<file path="src/rtl/npc_pkg.sv">
// Shared types, CSR addresses, cause codes and mstatus helpers for the NPC PC/trap sequencer.
// No logic of its own; the mstatus helpers are pure combinational functions.
// Backpressure: not applicable.
package npc_pkg;

  typedef enum logic [2:0] {
    FETCH,
    EXEC,
    TRAP_EPC,
    TRAP_CAUSE,
    TRAP_STATUS,
    MRET_STATUS,
    HALT
  } state_t;

  localparam logic [11:0] CSR_MSTATUS = 12'h300;
  localparam logic [11:0] CSR_MEPC    = 12'h341;
  localparam logic [11:0] CSR_MCAUSE  = 12'h342;

  localparam int CAUSE_INST_MISALIGNED = 0;
  localparam int CAUSE_ECALL_M         = 11;

  localparam int MSTATUS_MIE    = 3;
  localparam int MSTATUS_MPIE   = 7;
  localparam int MSTATUS_MPP_LO = 11;
  localparam int MSTATUS_MPP_HI = 12;
  // Only the low bits of mstatus are touched; upper bits pass through untouched.
  localparam int MSTATUS_LOW_W  = 13;

  // Trap entry: stash MIE into MPIE, disable interrupts, record M-mode as previous privilege.
  function automatic logic [MSTATUS_LOW_W-1:0] mstatus_trap_entry(input logic [MSTATUS_LOW_W-1:0] s);
    logic [MSTATUS_LOW_W-1:0] r;
    r = s;
    r[MSTATUS_MPIE] = s[MSTATUS_MIE];
    r[MSTATUS_MIE] = 1'b0;
    r[MSTATUS_MPP_HI:MSTATUS_MPP_LO] = 2'b11;
    return r;
  endfunction

  // mret: restore MIE from MPIE, set MPIE, drop previous privilege to U.
  function automatic logic [MSTATUS_LOW_W-1:0] mstatus_mret(input logic [MSTATUS_LOW_W-1:0] s);
    logic [MSTATUS_LOW_W-1:0] r;
    r = s;
    r[MSTATUS_MIE] = s[MSTATUS_MPIE];
    r[MSTATUS_MPIE] = 1'b1;
    r[MSTATUS_MPP_HI:MSTATUS_MPP_LO] = 2'b00;
    return r;
  endfunction

endpackage

</file>
<file path="src/rtl/pc_trap_ctrl_if.sv">
// Bundles the IFU fetch handshake, EXU result handshake, CSR read values and CSR write port.
// No latency; pure wiring.
// Backpressure: ifu_ready stalls fetch, exu_valid gates execution completion.
interface pc_trap_ctrl_if #(
  parameter int XLEN    = 32,
  parameter int CAUSE_W = 5
);

  logic               ifu_valid;
  logic               ifu_ready;
  logic               exu_ready;
  logic               exu_valid;
  logic [XLEN-1:0]    exu_next_pc;
  logic               exu_is_ecall;
  logic               exu_is_mret;
  logic               exu_is_ebreak;
  logic               exu_exc_valid;
  logic [CAUSE_W-1:0] exu_exc_cause;
  logic [XLEN-1:0]    a0_data;
  logic [XLEN-1:0]    csr_mtvec;
  logic [XLEN-1:0]    csr_mepc;
  logic [XLEN-1:0]    csr_mstatus;
  logic               csr_wen;
  logic [11:0]        csr_waddr;
  logic [XLEN-1:0]    csr_wdata;

  // Controller side.
  modport master (
    output ifu_valid, exu_ready, csr_wen, csr_waddr, csr_wdata,
    input  ifu_ready, exu_valid, exu_next_pc, exu_is_ecall, exu_is_mret, exu_is_ebreak,
    input  exu_exc_valid, exu_exc_cause, a0_data, csr_mtvec, csr_mepc, csr_mstatus
  );

  // IFU / EXU / CSR-file side.
  modport slave (
    input  ifu_valid, exu_ready, csr_wen, csr_waddr, csr_wdata,
    output ifu_ready, exu_valid, exu_next_pc, exu_is_ecall, exu_is_mret, exu_is_ebreak,
    output exu_exc_valid, exu_exc_cause, a0_data, csr_mtvec, csr_mepc, csr_mstatus
  );

endinterface

</file>
<file path="src/rtl/retire_counter.sv">
// Free-running retired-instruction counter, wraps silently modulo 2^CNT_W.
// Latency: count reflects an inc pulse one cycle later.
// Backpressure: none.
module retire_counter #(
  parameter int CNT_W = 64
) (
  input  logic             clk,
  input  logic             rst,
  input  logic             inc,
  output logic [CNT_W-1:0] count
);

  // Count one per retire pulse.
  always_ff @(posedge clk or posedge rst) begin
    if (rst) begin
      count <= '0;
    end else if (inc) begin
      count <= count + CNT_W'(1);
    end
  end

endmodule

</file>
<file path="src/rtl/pc_trap_ctrl.sv">
// Architectural PC sequencer with ecall/exception/mret/ebreak handling through one CSR write port.
// Latency: normal insn >= 2 cycles, trap EXEC + 3 CSR cycles, mret EXEC + 1 cycle.
// Backpressure: holds pc/ifu_valid until ifu_ready; waits in EXEC until exu_valid.
module pc_trap_ctrl
  import npc_pkg::*;
#(
  parameter int              XLEN        = 32,
  parameter logic [XLEN-1:0] RESET_PC    = 32'h8000_0000,
  parameter int              CAUSE_W     = 5,
  parameter int              ECALL_CAUSE = CAUSE_ECALL_M,
  parameter int              CNT_W       = 64,
  parameter bit              IALIGN_CHK  = 1'b1
) (
  input  logic              clk,
  input  logic              rst,
  pc_trap_ctrl_if.master    bus,
  output logic [XLEN-1:0]   pc,
  output logic              retire,
  output logic [CNT_W-1:0]  instret,
  output logic              halt,
  output logic [XLEN-1:0]   exit_code
);

  state_t              state;
  logic [XLEN-1:0]     cause_q;
  logic [CAUSE_W-1:0]  exc_cause;
  logic                misaligned;
  logic [XLEN-1:0]     mtvec_base;
  logic [XLEN-1:MSTATUS_LOW_W] ms_hi;
  logic [MSTATUS_LOW_W-1:0]    ms_lo;
  logic                unused_mtvec_lo;

  assign exc_cause       = bus.exu_exc_cause;
  assign misaligned      = IALIGN_CHK && (bus.exu_next_pc[1:0] != 2'b00);
  // Vectored mode is not supported; the mode bits are simply masked off.
  assign mtvec_base      = {bus.csr_mtvec[XLEN-1:2], 2'b00};
  assign unused_mtvec_lo = ^bus.csr_mtvec[1:0];
  assign ms_hi           = bus.csr_mstatus[XLEN-1:MSTATUS_LOW_W];
  assign ms_lo           = bus.csr_mstatus[MSTATUS_LOW_W-1:0];

  // Main sequencer: state, pc, handshake outputs, halt/exit latch and trap cause.
  always_ff @(posedge clk or posedge rst) begin
    if (rst) begin
      state         <= FETCH;
      pc            <= RESET_PC;
      bus.ifu_valid <= 1'b0;
      bus.exu_ready <= 1'b0;
      retire        <= 1'b0;
      halt          <= 1'b0;
      exit_code     <= '0;
      cause_q       <= '0;
    end else begin
      retire <= 1'b0;
      case (state)
        FETCH: begin
          // ifu_valid is low only in the first cycle out of reset.
          if (!bus.ifu_valid) begin
            bus.ifu_valid <= 1'b1;
          end else if (bus.ifu_ready) begin
            bus.ifu_valid <= 1'b0;
            bus.exu_ready <= 1'b1;
            state         <= EXEC;
          end
        end
        EXEC: begin
          if (bus.exu_valid) begin
            bus.exu_ready <= 1'b0;
            if (bus.exu_is_ebreak) begin
              exit_code <= bus.a0_data;
              halt      <= 1'b1;
              state     <= HALT;
            end else if (bus.exu_exc_valid) begin
              cause_q <= XLEN'(exc_cause);
              state   <= TRAP_EPC;
            end else if (bus.exu_is_ecall) begin
              cause_q <= XLEN'(ECALL_CAUSE);
              state   <= TRAP_EPC;
            end else if (bus.exu_is_mret) begin
              state <= MRET_STATUS;
            end else if (misaligned) begin
              cause_q <= XLEN'(CAUSE_INST_MISALIGNED);
              state   <= TRAP_EPC;
            end else begin
              pc            <= bus.exu_next_pc;
              retire        <= 1'b1;
              bus.ifu_valid <= 1'b1;
              state         <= FETCH;
            end
          end
        end
        TRAP_EPC: state <= TRAP_CAUSE;
        TRAP_CAUSE: state <= TRAP_STATUS;
        TRAP_STATUS: begin
          // The trapping instruction does not retire.
          pc            <= mtvec_base;
          bus.ifu_valid <= 1'b1;
          state         <= FETCH;
        end
        MRET_STATUS: begin
          pc            <= bus.csr_mepc;
          retire        <= 1'b1;
          bus.ifu_valid <= 1'b1;
          state         <= FETCH;
        end
        HALT: state <= HALT;
        default: begin
          bus.ifu_valid <= 1'b0;
          bus.exu_ready <= 1'b0;
          state         <= FETCH;
        end
      endcase
    end
  end

  // CSR write port decoded straight from the state so reset kills a write at once.
  always_comb begin
    bus.csr_wen   = 1'b0;
    bus.csr_waddr = '0;
    bus.csr_wdata = '0;
    case (state)
      TRAP_EPC: begin
        bus.csr_wen   = 1'b1;
        bus.csr_waddr = CSR_MEPC;
        bus.csr_wdata = pc;
      end
      TRAP_CAUSE: begin
        bus.csr_wen   = 1'b1;
        bus.csr_waddr = CSR_MCAUSE;
        bus.csr_wdata = cause_q;
      end
      TRAP_STATUS: begin
        bus.csr_wen   = 1'b1;
        bus.csr_waddr = CSR_MSTATUS;
        bus.csr_wdata = {ms_hi, mstatus_trap_entry(ms_lo)};
      end
      MRET_STATUS: begin
        bus.csr_wen   = 1'b1;
        bus.csr_waddr = CSR_MSTATUS;
        bus.csr_wdata = {ms_hi, mstatus_mret(ms_lo)};
      end
      default: ;
    endcase
  end

  retire_counter #(
    .CNT_W(CNT_W)
  ) u_retire_counter (
    .clk  (clk),
    .rst  (rst),
    .inc  (retire),
    .count(instret)
  );

endmodule
</file>
<file path="src/flat_wrapper.sv">
// flat-port wrapper written by rule: the top's interface ports become plain ports
module pc_trap_ctrl_flat import npc_pkg::*;
#(
  parameter int              XLEN        = 32,
  parameter logic [XLEN-1:0] RESET_PC    = 32'h8000_0000,
  parameter int              CAUSE_W     = 5,
  parameter int              ECALL_CAUSE = CAUSE_ECALL_M,
  parameter int              CNT_W       = 64,
  parameter bit              IALIGN_CHK  = 1'b1
)
  (clk, rst, pc, retire, instret, halt, exit_code, bus_ifu_valid, bus_exu_ready, bus_csr_wen, bus_csr_waddr, bus_csr_wdata, bus_ifu_ready, bus_exu_valid, bus_exu_next_pc, bus_exu_is_ecall, bus_exu_is_mret, bus_exu_is_ebreak, bus_exu_exc_valid, bus_exu_exc_cause, bus_a0_data, bus_csr_mtvec, bus_csr_mepc, bus_csr_mstatus);
  pc_trap_ctrl_if #(.XLEN(XLEN), .CAUSE_W(CAUSE_W)) bus_i ();
  input  logic clk;
  input  logic rst;
  output logic [XLEN-1:0] pc;
  output logic retire;
  output logic [CNT_W-1:0] instret;
  output logic halt;
  output logic [XLEN-1:0] exit_code;
  output wire logic [$bits(bus_i.ifu_valid)-1:0] bus_ifu_valid;
  output wire logic [$bits(bus_i.exu_ready)-1:0] bus_exu_ready;
  output wire logic [$bits(bus_i.csr_wen)-1:0] bus_csr_wen;
  output wire logic [$bits(bus_i.csr_waddr)-1:0] bus_csr_waddr;
  output wire logic [$bits(bus_i.csr_wdata)-1:0] bus_csr_wdata;
  input wire logic [$bits(bus_i.ifu_ready)-1:0] bus_ifu_ready;
  input wire logic [$bits(bus_i.exu_valid)-1:0] bus_exu_valid;
  input wire logic [$bits(bus_i.exu_next_pc)-1:0] bus_exu_next_pc;
  input wire logic [$bits(bus_i.exu_is_ecall)-1:0] bus_exu_is_ecall;
  input wire logic [$bits(bus_i.exu_is_mret)-1:0] bus_exu_is_mret;
  input wire logic [$bits(bus_i.exu_is_ebreak)-1:0] bus_exu_is_ebreak;
  input wire logic [$bits(bus_i.exu_exc_valid)-1:0] bus_exu_exc_valid;
  input wire logic [$bits(bus_i.exu_exc_cause)-1:0] bus_exu_exc_cause;
  input wire logic [$bits(bus_i.a0_data)-1:0] bus_a0_data;
  input wire logic [$bits(bus_i.csr_mtvec)-1:0] bus_csr_mtvec;
  input wire logic [$bits(bus_i.csr_mepc)-1:0] bus_csr_mepc;
  input wire logic [$bits(bus_i.csr_mstatus)-1:0] bus_csr_mstatus;
  assign bus_ifu_valid = bus_i.ifu_valid;
  assign bus_exu_ready = bus_i.exu_ready;
  assign bus_csr_wen = bus_i.csr_wen;
  assign bus_csr_waddr = bus_i.csr_waddr;
  assign bus_csr_wdata = bus_i.csr_wdata;
  assign bus_i.ifu_ready = bus_ifu_ready;
  assign bus_i.exu_valid = bus_exu_valid;
  assign bus_i.exu_next_pc = bus_exu_next_pc;
  assign bus_i.exu_is_ecall = bus_exu_is_ecall;
  assign bus_i.exu_is_mret = bus_exu_is_mret;
  assign bus_i.exu_is_ebreak = bus_exu_is_ebreak;
  assign bus_i.exu_exc_valid = bus_exu_exc_valid;
  assign bus_i.exu_exc_cause = bus_exu_exc_cause;
  assign bus_i.a0_data = bus_a0_data;
  assign bus_i.csr_mtvec = bus_csr_mtvec;
  assign bus_i.csr_mepc = bus_csr_mepc;
  assign bus_i.csr_mstatus = bus_csr_mstatus;
  pc_trap_ctrl #(.XLEN(XLEN), .RESET_PC(RESET_PC), .CAUSE_W(CAUSE_W), .ECALL_CAUSE(ECALL_CAUSE), .CNT_W(CNT_W), .IALIGN_CHK(IALIGN_CHK)) u_core (.clk(clk), .rst(rst), .bus(bus_i), .pc(pc), .retire(retire), .instret(instret), .halt(halt), .exit_code(exit_code));
endmodule
</file>
<file path="config.mk">
export PLATFORM = sky130hd
export DESIGN_NAME = pc_trap_ctrl_flat
export DESIGN_NICKNAME = d
export VERILOG_FILES = /design/src/rtl/npc_pkg.sv /design/src/rtl/pc_trap_ctrl_if.sv /design/src/rtl/retire_counter.sv /design/src/rtl/pc_trap_ctrl.sv /design/src/flat_wrapper.sv
export SDC_FILE = /design/constraint.sdc
export NUM_CORES = 1
export LEC_CHECK = 0
export ABC_AREA = 0
export CORE_MARGIN = 3
export CORE_UTILIZATION = 37
export DETAILED_ROUTE_END_ITERATION = 16
export PLACE_DENSITY = 0.78
export SLEW_MARGIN = 5
export SYNTH_ARGS = -nofsm -noshare
export SYNTH_HDL_FRONTEND = slang
export SYNTH_SLANG_ARGS = --single-unit
</file>
<file path="constraint.sdc">
create_clock -name clk -period 4.19 [get_ports clk]
set_input_delay 0.6285 -clock clk [delete_from_list [all_inputs] [get_ports clk]]
set_output_delay 0.6285 -clock clk [all_outputs]
set_load 0.01 [all_outputs]
</file>
==> flow_summary_export.csv, run 1 <==
group,metric,value,unit
synth,synth.most_common_cell,"dfrtp_1",
finish,seq_area,0.00351,mm^2
sta,setup_viol,0,
route,wirelength,23.9,mm
finish,final_nets,1148,
floorplan,core,0.0183,mm^2
grt,grt_overflow_total,0,
cts,h-tree-depth,4,
sta,setup_ws,747,ps
sta,layout_min_cycle_time,3440,ps
sta,worst_pin_slew,1050,ps
cts,insertion_delay,410,ps
hold_path,worstHoldStart,"u_core.halt",
power,power.leakage,4.79,nW
cts,post_cts_buffers,0,
route,ant_nets,0,
synth,synth-adder-area-share,0.179,%
hold_path,hold_path_end,"u_core.halt",
sta,max_freq,290,MHz
synth,ys_ff_latch,140,
setup_path,cp_max_fo,20,
setup_path,cpMaxStageDelayCell,"dfrtp_1",
hold_path,holdPathStages,1,
cts,cts_buffers,17,
place,place_ws,1150,ps
route,avgRoutedWirePerCell,19.7,um
cts,cts.sinks,140,
finish,areaGrowthSynthToFinish,60.1,%
floorplan,io_pins,350,
synth,yosysSeqAreaShare,50.0,%
finish,fin_util,61.4,%
power,p_total,6.45,mW
floorplan,rows,49,
setup_path,rrSetupSlack,1550,ps
setup_path,ff2ff_path_depth,5,
floorplan,dieArea,0.0206,mm^2
route,drc,0,
grt,grt_first_pass_wirelength,35.8,mm
sta,final.period_utilization,82.2,%
synth,synth_edf_count,0,
setup_path,path_cells,"inv_1, nor2_2, buf_4, o21ai_0, nand2_1, clkdlybuf4s50_1",
setup_path,setup.worst_path.start_class,"flop",
synth,synth_xor_area_share,7.87,%
synth,synthDistinctLibCells,44,
floorplan,die-height,144,um
place,portBuffers,338,
place,hpwl,18.4,mm
grt,grt_max_degree,141,
finish,multi_input_area,0.00332,mm^2
grt,grt_pass1_vias,6238,
cts,ctsResizeCount,0,
floorplan,start_util,38.4,%
finish,fill_cells,1546,
cts,clk_pin_slew,60,ps
power,powerDensity,575,mW/mm^2
sta,relSlewSlack,29.5,%
sta,skew,11.8,ps
sta,setup-tns-final,0,ps
synth,synthSimpleGateAreaFrac,15.8,%
synth,synth_flop_cell,"dfrtp_1",
synth,synthTopCellsByArea,"dfrtp_1 (50%), mux2_2 (10%), mux2i_1 (4.9%), xnor2_1 (4.5%), nand2_1 (3.5%)",
grt,antenna_found_initial,4,
cts,cts_buffer_depth,2,
grt,grt_usage,22.8,%
synth,synth_top_area_share,49.6,%
synth,ys_async_sr_fraction,100,%
cts,root_buffer,"clkbuf_16",
synth,synth-compound-area-share,7.96,%
setup_path,arrival,2810,ps
cts,postCtsHoldBufs,0,
flow_run,max_cap_viol_count,0,
route,drt-vias-per-instance,5.08,
status,status,"finished clean",
route,vias,6184,
route,drt_iter0_drc,284,
setup_path,crit_required,3560,ps
sta,rsz0062_at_grt,"false",
sta,report.final.slew_viol_count,0,
cts,cts_tree,"yes",
power,peakVddDrop,0.368,mV
synth,synthMuxAreaShare,15.0,%
place,place.gp.congestion,0.891,
synth,synth_top_family_by_area,"simple AND/OR/NAND/NOR gates",
setup_path,worstSetupEndpointType,"primary output",
setup_path,reg2reg_to,"u_core.u_retire_counter.count[62]",
setup_path,reg2reg_from,"u_core.u_retire_counter.count[14]",
floorplan,dieWidth,144,um
setup_path,slowest_delay,600,ps
synth,syn_avg_cell_area,11.0,um^2
hold_path,hold_path.class,"flop to flop",
synth,syn_inst,639,
synth,synth_top_area_cell,"dfrtp_1",
synth,synth_area,0.00701,mm^2
setup_path,path_class,"flop to primary output",
synth,ys_top_cells_by_count,"dfrtp_1 (139), nand2_1 (65), mux2_2 (63), o21ai_0 (43), xnor2_1 (36)",
synth,synth_warnings,0,
route,firstDrtPassIters,5,
sta,hold_viol,0,
finish,final_layout_size_suffix_gt1_share,12.6,%
==> final cells by class <==
type                    instances  share of cell area (%)
flip-flops and latches        140                    31.3
repair buffers                345                    30.7
multi-input cells             456                    29.6
clock buffers                  19                    4.04
well taps                     229                    2.55
clock inverters                12                    1.24
inverters                      14                   0.502
diodes                          3                  0.0669
==> registers in the layout (all words and copies together), names as in the netlist <==
name	cells
u_core.bus.exu_ready	1
u_core.bus.ifu_valid	1
u_core.cause_q	5
u_core.exit_code	32
u_core.halt	1
u_core.pc	32
u_core.retire	1
u_core.state	3
u_core.u_retire_counter.count	64
==> stage by stage <==
step                      instances  hold WS, ps  area, um^2
after floorplan                 645          495        7030
after global placement         1184          449       10600
after detailed placement       1184          458       10600
after CTS                      1215          477       11200
after global routing           1218          504       11200
final                          1218          471       11200
==> per-layer routing <==
layer  vias up  GRT usage, %  wire, um  part of all wire (%)
li1       2924             -         -                     -
met1      3009          27.7      9750                    41
met2       217          38.2     11700                    49
met3        32          7.99      1920                   8.0
met4         2          6.74       595                   2.5
met5         -             0         9                 0.038
==> critical path, delay by kind of cell, from the launching register on <==
| kind | cells | cell delay (ps) |
|---|---|---|
| buffers and inverters | 3 | 1050 |
| AOI/OAI and AO/OA | 1 | 130 |
| and+or+nand+nor | 2 | 620 |
| DFF | 1 | 600 |
==> worst max-delay path by stage <==
| stage | start | to | slack, ps | cells past startpoint |
|---|---|---|---|---|
| final | u_core.state[2] | bus_csr_wdata[7] | 750 | 6 |
| after global routing | u_core.state[2] | bus_csr_wdata[7] | 540 | 6 |
| after CTS | u_core.state[2] | bus_csr_wdata[7] | 710 | 6 |
| after detailed placement | u_core.state[2] | bus_csr_wdata[7] | 1150 | 6 |
| after global placement | u_core.state[2] | bus_csr_wdata[7] | 1170 | 6 |
| after floorplan | rst | u_core.bus.exu_ready | 1810 | 1 |
==> where the power goes <==
| group | total [mW] | switching, mW | internal (mW) | leakage (nW) |
|---|---|---|---|---|
| sequential | 2.09 | 0.346 | 1.75 | 1.80 |
| clock | 1.51 | 0.600 | 0.910 | 0.278 |
| combinational | 2.85 | 1.23 | 1.62 | 2.71 |
| total | 6.45 | 2.17 | 4.28 | 4.79 |
==> cell families (layout without fill, tap and decap cells) <==
family                   after synthesis  count (layout)
multiplexers                          97              97
AND/OR/NAND/NOR                      201             201
buffers and inverters                 49             390
AO/OA/AOI/OAI                         87              87
adder cells (fa/ha/maj)                1               1
flip-flops                           140             140
XOR/XNOR                              63              63
other                                  1              10
==> cell usage in the layout (no fill, tap or decap), drive strengths merged, types with 2 or more instances in the layout <==
master         instances
a22o                  26
o21ai                 43
clkinv                 4
nor4                  10
clkinvlp               5
clkbuf                19
and3                   4
o21a                   2
dfrtp                139
nor2                  34
nand3                 29
a221oi                 2
nand2                 65
xor2                  27
conb                   7
nor3                  15
diode                  3
and2                   4
mux2                  63
bufinv                 2
clkdlybuf4s50        338
mux2i                 34
inv                   15
nand2b                 3
nand4                 22
xnor2                 36
buf                    7
nor2b                  4
a21oi                 10
and4                   6
Power figures use the tool's default switching activity.
==> run 2, diff against run 1 <==
CORE_UTILIZATION = 41   (was 37)
PLACE_DENSITY = 0.82   (was 0.78)
clock period = 3.3 ns   (was 4.19 ns; I/O delays follow)
==> run 2 against run 1 <==
Net effect: clock-buffer cell count unchanged; global-route usage is 2.2 points higher; final cell count down 0.25%; cell area rose by 0.79%; clock skew down 1.1 ps; total power up 30%; core utilization up 6.5 points; clock power up 35%; sequential power grew 23%; routed wire length is 2.0% lower; via count rose by 0.76%.
==> flow_summary_export.csv, run 2 (same netlist as run 1, synthesis figures left out) <==
group,metric,value,unit
route,vias,6231,
power,peakVddDrop,0.598,mV
route,avgRoutedWirePerCell,19.3,um
power,power.switching,2.75,mW
power,intPower,5.61,mW
floorplan,core,0.0166,mm^2
finish,areaGrowthSynthToFinish,61.3,%
finish,final_area,0.0113,mm^2
setup_path,path_class,"flop to primary output",
finish,max_flop_register,"u_core.u_retire_counter.count",
sta,hold_viol,0,
route,wirelength,23.4,mm
sta,final.period_utilization,90.9,%
sta,worst_pin_slew,777,ps
sta,max_freq,333,MHz
power,powerDensity,739,mW/mm^2
grt,grt_max_degree,86,
finish,fill_cells,1322,
sta,setup-tns-final,0,ps
sta,setup_viol,0,
cts,insertion_delay,420,ps
power,p_clk_share,24.3,%
power,pwr-share-seq,30.9,%
cts,cts_buffers,17,
grt,grt_pass1_vias,6326,
grt,grt_overflow_total,0,
sta,layout_min_cycle_time,3000,ps
floorplan,rows,47,
setup_path,setup.worst_path.start_class,"flop",
floorplan,dieWidth,137,um
cts,clk_pin_slew,60,ps
cts,h-tree-depth,4,
route,firstDrtPassIters,5,
power,combPwrFrac,44.7,%
setup_path,cpMaxStageDelayCell,"clkdlybuf4s50_1",
setup_path,worstSetupEndpointType,"primary output",
hold_path,hold_path.class,"flop to flop",
setup_path,slowest_delay,580,ps
finish,final_nets,1156,
cts,cts_buffer_depth,2,
finish,final_cell_mix,"clkdlybuf4s50_1 (338), dfrtp_1 (137), nand2_1 (65), mux2_2 (63), o21ai_0 (43)",
route,ant_nets,0,
finish,final_common_cell,"clkdlybuf4s50_1",
setup_path,crit_required,2800,ps
floorplan,io_pins,350,
route,drc,0,
cts,cts.sinks,140,
cts,root_buffer,"clkbuf_16",
setup_path,path_cells,"buf_4, inv_1, nand2_1, inv_1, a22o_1, a22o_1, clkdlybuf4s50_1",
place,place.gp.congestion,0.857,
status,status,"finished clean",
sta,relSlewSlack,48.2,%
finish,fin_util,67.9,%
flow_run,max_cap_viol_count,0,
setup_path,cp_max_fo,13,
route,drt-vias-per-instance,5.13,
place,hpwl,17.6,mm
place,place_ws,576,ps
floorplan,die-height,137,um
place,placed_area,0.0107,mm^2
floorplan,dieArea,0.0187,mm^2
finish,final_layout_size_suffix_gt1_share,13.3,%
power,switching_share,32.9,%
grt,grt_usage,24.9,%
cts,cts_tree,"yes",
cts,post_cts_buffers,0,
route,drt_iter0_drc,317,
grt,grt_first_pass_wirelength,35.3,mm
grt,antenna_found_initial,1,
finish,biggestRegsByFlops,"u_core.u_retire_counter.count: 64 flops, u_core.exit_code: 32 flops, u_core.pc: 32 flops",
setup_path,arrival,2510,ps
floorplan,start_util,42.1,%
power,power.leakage,4.86,nW
finish,largest_reg_flops,64,
sta,rsz0062_at_grt,"false",
sta,report.final.slew_viol_count,0,
place,portBuffers,338,
sta,fin_hold_ws,473,ps
sta,setup_ws,299,ps
sta,skew,10.6,ps
-- run 2: changes by cell type in the layout (fill, tap and decap cells not counted), sizes merged --
cell / previous run / this run
inv: 15 / 14
buf: 7 / 15
bufinv: 2 / 4
clkinvlp: 5 / 3
diode: 3 / 2
-- run 2: worst max-delay path: cells and delay by family (launching register included) --
| family | cells | cell delay, ps |
|---|---|---|
| AOI/OAI and AO/OA | 2 | 330 |
| buffers and inverters | 4 | 1200 |
| DFF | 1 | 350 |
| and+or+nand+nor | 1 | 200 |
-- run 2: worst paths after layout --
check                      slack (ps)                              start  depth (start not counted)                                end
min in group asynchronous         570                                rst                          3                        u_core.halt
min                               470                        u_core.halt                          1                        u_core.halt
max reg2reg                      1010  u_core.u_retire_counter.count[31]                          5  u_core.u_retire_counter.count[63]
min reg2reg                       470                        u_core.halt                          1                        u_core.halt
max                               300                    u_core.state[2]                          7                   bus_csr_wdata[3]
max in group asynchronous        2100                                rst                          3                       u_core.pc[7]
-- run 2: per-stage QoR --
step                      instances  total power, mW
after floorplan                 645             4.32
after global placement         1183             6.31
after detailed placement       1183             6.37
after CTS                      1213             8.44
after global routing           1214             8.82
final                          1215             8.36
-- run 2: layer usage --
metal	vias to the layer above	part of all wire, %	global-route usage [%]
li1	2937	-	-
met1	3016	39	29.8
met2	241	49	41.0
met3	37	9.8	10.1
met4	0	2.6	8.34
met5	-	0	0
-- run 2: layout make-up --
class                      instances  area, um^2  area share [%]
timing repair buffer             353        3520            31.1
sequential                       140        3510            31.0
clock inverter                    11         168            1.48
multi-input combinational        456        3320            29.4
tap                              220         275            2.43
inverter                          14        56.3           0.498
clock buffer                      19         453            4.01
antenna                            2        5.00          0.0443
-- run 2: power groups by stage --
| stage | logic, mW | clock network [mW] | registers [mW] |
|---|---|---|---|
| floorplan | 1.58 | 0 | 2.75 |
| global placement | 3.73 | 0 | 2.58 |
| detailed placement | 3.77 | 0 | 2.61 |
| CTS | 3.79 | 2.07 | 2.59 |
| global route | 4.02 | 2.14 | 2.66 |
| finish | 3.74 | 2.04 | 2.58 |
-- run 2: what timing repair did --
item                                    in CTS  in global routing
gates resized for setup                      0                  1
endpoints found under the setup margin       0                  1
hold buffers                                 0                  0
hold endpoints to repair                     0                  0
==> run 3, diff against run 2 <==
ABC_AREA = 1   (was 0)
CORE_UTILIZATION = 25   (was 41)
MAX_ROUTING_LAYER = met4   (was not set)
PLACE_DENSITY = not set   (was 0.82)
==> run 3 against run 2 <==
Net effect: clock power shrank 9%; via count grew 31%; combinational power is essentially flat; clock skew shrank 0.74 ps; hold slack is essentially flat; critical path type unchanged.
==> flow_summary_export.csv, run 3 <==
group,metric,value,unit
setup_path,path_cells,"inv_2, nand2_1, inv_2, nand2_1, nand2_1, buf_4, buf_4, nand2_1, o21ai_0, clkdlybuf4s50_1",
grt,antenna_found_initial,0,
sta,final.period_utilization,93.6,%
cts,h-tree-depth,4,
power,peakVddDrop,0.396,mV
route,vias,8180,
route,drt-vias-per-instance,4.54,
hold_path,hold_path_end,"u_core.exit_code[24]",
cts,cts_tree,"yes",
setup_path,reg2reg_from,"u_core.state[2]",
floorplan,start_util,25.7,%
route,ant_nets,0,
route,drc,0,
finish,final_cell_mix,"nand2_1 (387), clkdlybuf4s50_1 (338), dfrtp_1 (139), nand3_1 (124), nor2_1 (108)",
grt,grt_overflow_total,0,
sta,rsz0062_at_grt,"false",
floorplan,die-height,182,um
hold_path,hold_path.class,"flop to flop",
setup_path,setup.worst_path.start_class,"flop",
finish,final_nets,1572,
grt,grt_usage,18.1,%
synth,ys_top_cells_by_count,"nand2_1 (387), dfrtp_1 (139), nand3_1 (124), nor2_1 (108), inv_1 (81)",
floorplan,dieArea,0.0330,mm^2
setup_path,cp_top_family,"buffers and inverters",
sta,setup-tns-final,0,ps
setup_path,crit_required,2800,ps
synth,syn_inst,1064,
grt,grt_first_pass_wirelength,46.2,mm
sta,fin_hold_ws,472,ps
finish,biggestRegsByFlops,"u_core.u_retire_counter.count: 64 flops, u_core.exit_code: 32 flops, u_core.pc: 32 flops",
setup_path,cpMaxStageDelayCell,"clkdlybuf4s50_1",
finish,final_layout_size_suffix_gt1_share,4.82,%
grt,grt_max_degree,62,
floorplan,dieWidth,182,um
sta,skew,9.91,ps
finish,multi_input_area,0.00366,mm^2
hold_path,holdPathStages,2,
cts,postCtsHoldBufs,0,
cts,clk_pin_slew,70,ps
finish,seq_area,0.00350,mm^2
sta,layout_min_cycle_time,3090,ps
hold_path,worstHoldStart,"u_core.exit_code[24]",
synth,synthDistinctLibCells,33,
setup_path,reg2reg_to,"u_core.exit_code[7]",
setup_path,critical_path_buf_inv_count,5,
setup_path,path_class,"flop to primary output",
place,hpwl,23.0,mm
sta,worst_pin_slew,659,ps
synth,synth_warnings,0,
setup_path,timing.critical_path.mode_cell,"nand2_1",
place,placed_area,0.0115,mm^2
synth,ys_ff_latch,140,
sta,max_freq,324,MHz
grt,grt_pass1_vias,8402,
cts,cts_buffers,17,
sta,hold_viol,0,
finish,fin_util,40.3,%
sta,setup_ws,211,ps
finish,antenna_cells,0,
cts,insertion_delay,410,ps
synth,synth_area,0.00771,mm^2
synth,syn_avg_cell_area,7.24,um^2
power,power.leakage,5.23,nW
cts,ctsResizeCount,0,
finish,areaGrowthSynthToFinish,56.9,%
synth,synth_edf_count,0,
finish,largest_reg_flops,64,
floorplan,rows,63,
place,place.gp.congestion,0.917,
synth,synthTopCellsByArea,"dfrtp_1 (45%), nand2_1 (19%), nand3_1 (8.1%), nor2_1 (5.3%), inv_1 (3.9%)",
flow_run,max_cap_viol_count,0,
synth,ys_async_sr_fraction,100,%
finish,max_flop_register,"u_core.u_retire_counter.count",
finish,final_area,0.0121,mm^2
floorplan,io_pins,350,
place,portBuffers,338,
setup_path,ff2ff_path_depth,7,
finish,fill_cells,3090,
setup_path,worstSetupEndpointType,"primary output",
synth,synth_flop_cell,"dfrtp_1",
place,place_ws,645,ps
setup_path,slowest_delay,590,ps
synth,synth_top_area_cell,"dfrtp_1",
setup_path,arrival,2590,ps
cts,root_buffer,"clkbuf_16",
route,wirelength,29.4,mm
cts,post_cts_buffers,0,
setup_path,cp_max_fo,14,
route,avgRoutedWirePerCell,16.3,um
setup_path,rrSetupSlack,1210,ps
cts,cts_buffer_depth,2,
synth,synth_top_area_share,45.1,%
route,firstDrtPassIters,5,
sta,setup_viol,0,
status,status,"finished clean",
power,powerDensity,669,mW/mm^2
synth,yosysSeqAreaShare,45.5,%
floorplan,core,0.0300,mm^2
sta,relSlewSlack,56.0,%
synth,synth.most_common_cell,"nand2_1",
cts,cts.sinks,140,
finish,final_common_cell,"nand2_1",
route,drt_iter0_drc,398,
sta,report.final.slew_viol_count,0,
==> run 3: cell types whose count changed in the layout (fill, tap and decap cells not counted), moves of 9 or more <==
cell and change:
a22o_1 -25, inv_1 +68, mux2_2 -63, mux2i_1 -34
nand2_1 +322, nand3_1 +96, nand3b_1 +12, nand4_1 -9
nor2_1 +77, o21ai_0 +12, o21ai_1 +12, xnor2_1 -19
==> run 3: area by class of cell <==
type                            instances  share of cell area, %
Sequential cell                       140                   29.0
Tap cell                              390                   4.03
Timing Repair Buffer                  354                   29.3
Inverter                               88                   2.76
Clock buffer                           18                   3.63
Clock inverter                         14                   1.06
Multi-Input combinational cell        797                   30.3
==> run 3: worst reg2reg max path, stage by stage (launching register included) <==
cell and delay (ps):
dfrtp_1 400, buf_4 250, nor2_4 250, inv_1 130, nor2_4 240, nand2_2 440, nand2_1 200, nand2_1 70
==> run 3: cell families after synthesis <==
| family | after synthesis | share of synthesized area, % |
|---|---|---|
| fa+ha+maj | 1 | 0.162 |
| other cells | 1 | 0.0487 |
| flops | 140 | 45.5 |
| simple gates | 663 | 36.2 |
| xor+xnor | 44 | 5.00 |
| compound gates | 82 | 5.68 |
| buf+inv | 133 | 7.42 |
==> run 3: how the worst max path moves through the flow <==
stage / start / to / slack (ps) / depth (start not counted)
after global placement: u_core.state[1] / bus_csr_wdata[18] / 710 / 10
after global routing: u_core.state[1] / bus_csr_wdata[22] / 60 / 10
after detailed placement: u_core.state[1] / bus_csr_wdata[25] / 640 / 10
after floorplan: rst / u_core.bus.exu_ready / 1060 / 1
after CTS: u_core.state[1] / bus_csr_wdata[25] / 180 / 10
final: u_core.state[1] / bus_csr_wdata[25] / 210 / 10
==> run 3: report_power, final <==
part | total [mW] | internal (mW) | switching [mW] | leakage [nW]
clock | 1.86 | 1.01 | 0.849 | 0.259
combinational | 3.77 | 1.72 | 2.05 | 3.14
sequential | 2.46 | 2.18 | 0.281 | 1.83
total | 8.09 | 4.92 | 3.18 | 5.23
==> run 3: per-layer routing <==
metal  global-route usage, %  routed length, um  up-vias
met2                    30.4              14500      310
met1                    21.6              12100     3807
met4                    6.09                752        0
met5                       -                  0        -
li1                        -                  -     4026
met3                    4.01               1990       37
==> run 3: through the flow <==
stage / instances / power (mW)
6_report: 1801 / 8.09
2_1_floorplan: 1070 / 4.24
3_5_place_dp: 1769 / 6.31
3_3_place_gp: 1769 / 6.29
5_1_grt: 1801 / 8.68
4_1_cts: 1801 / 8.22
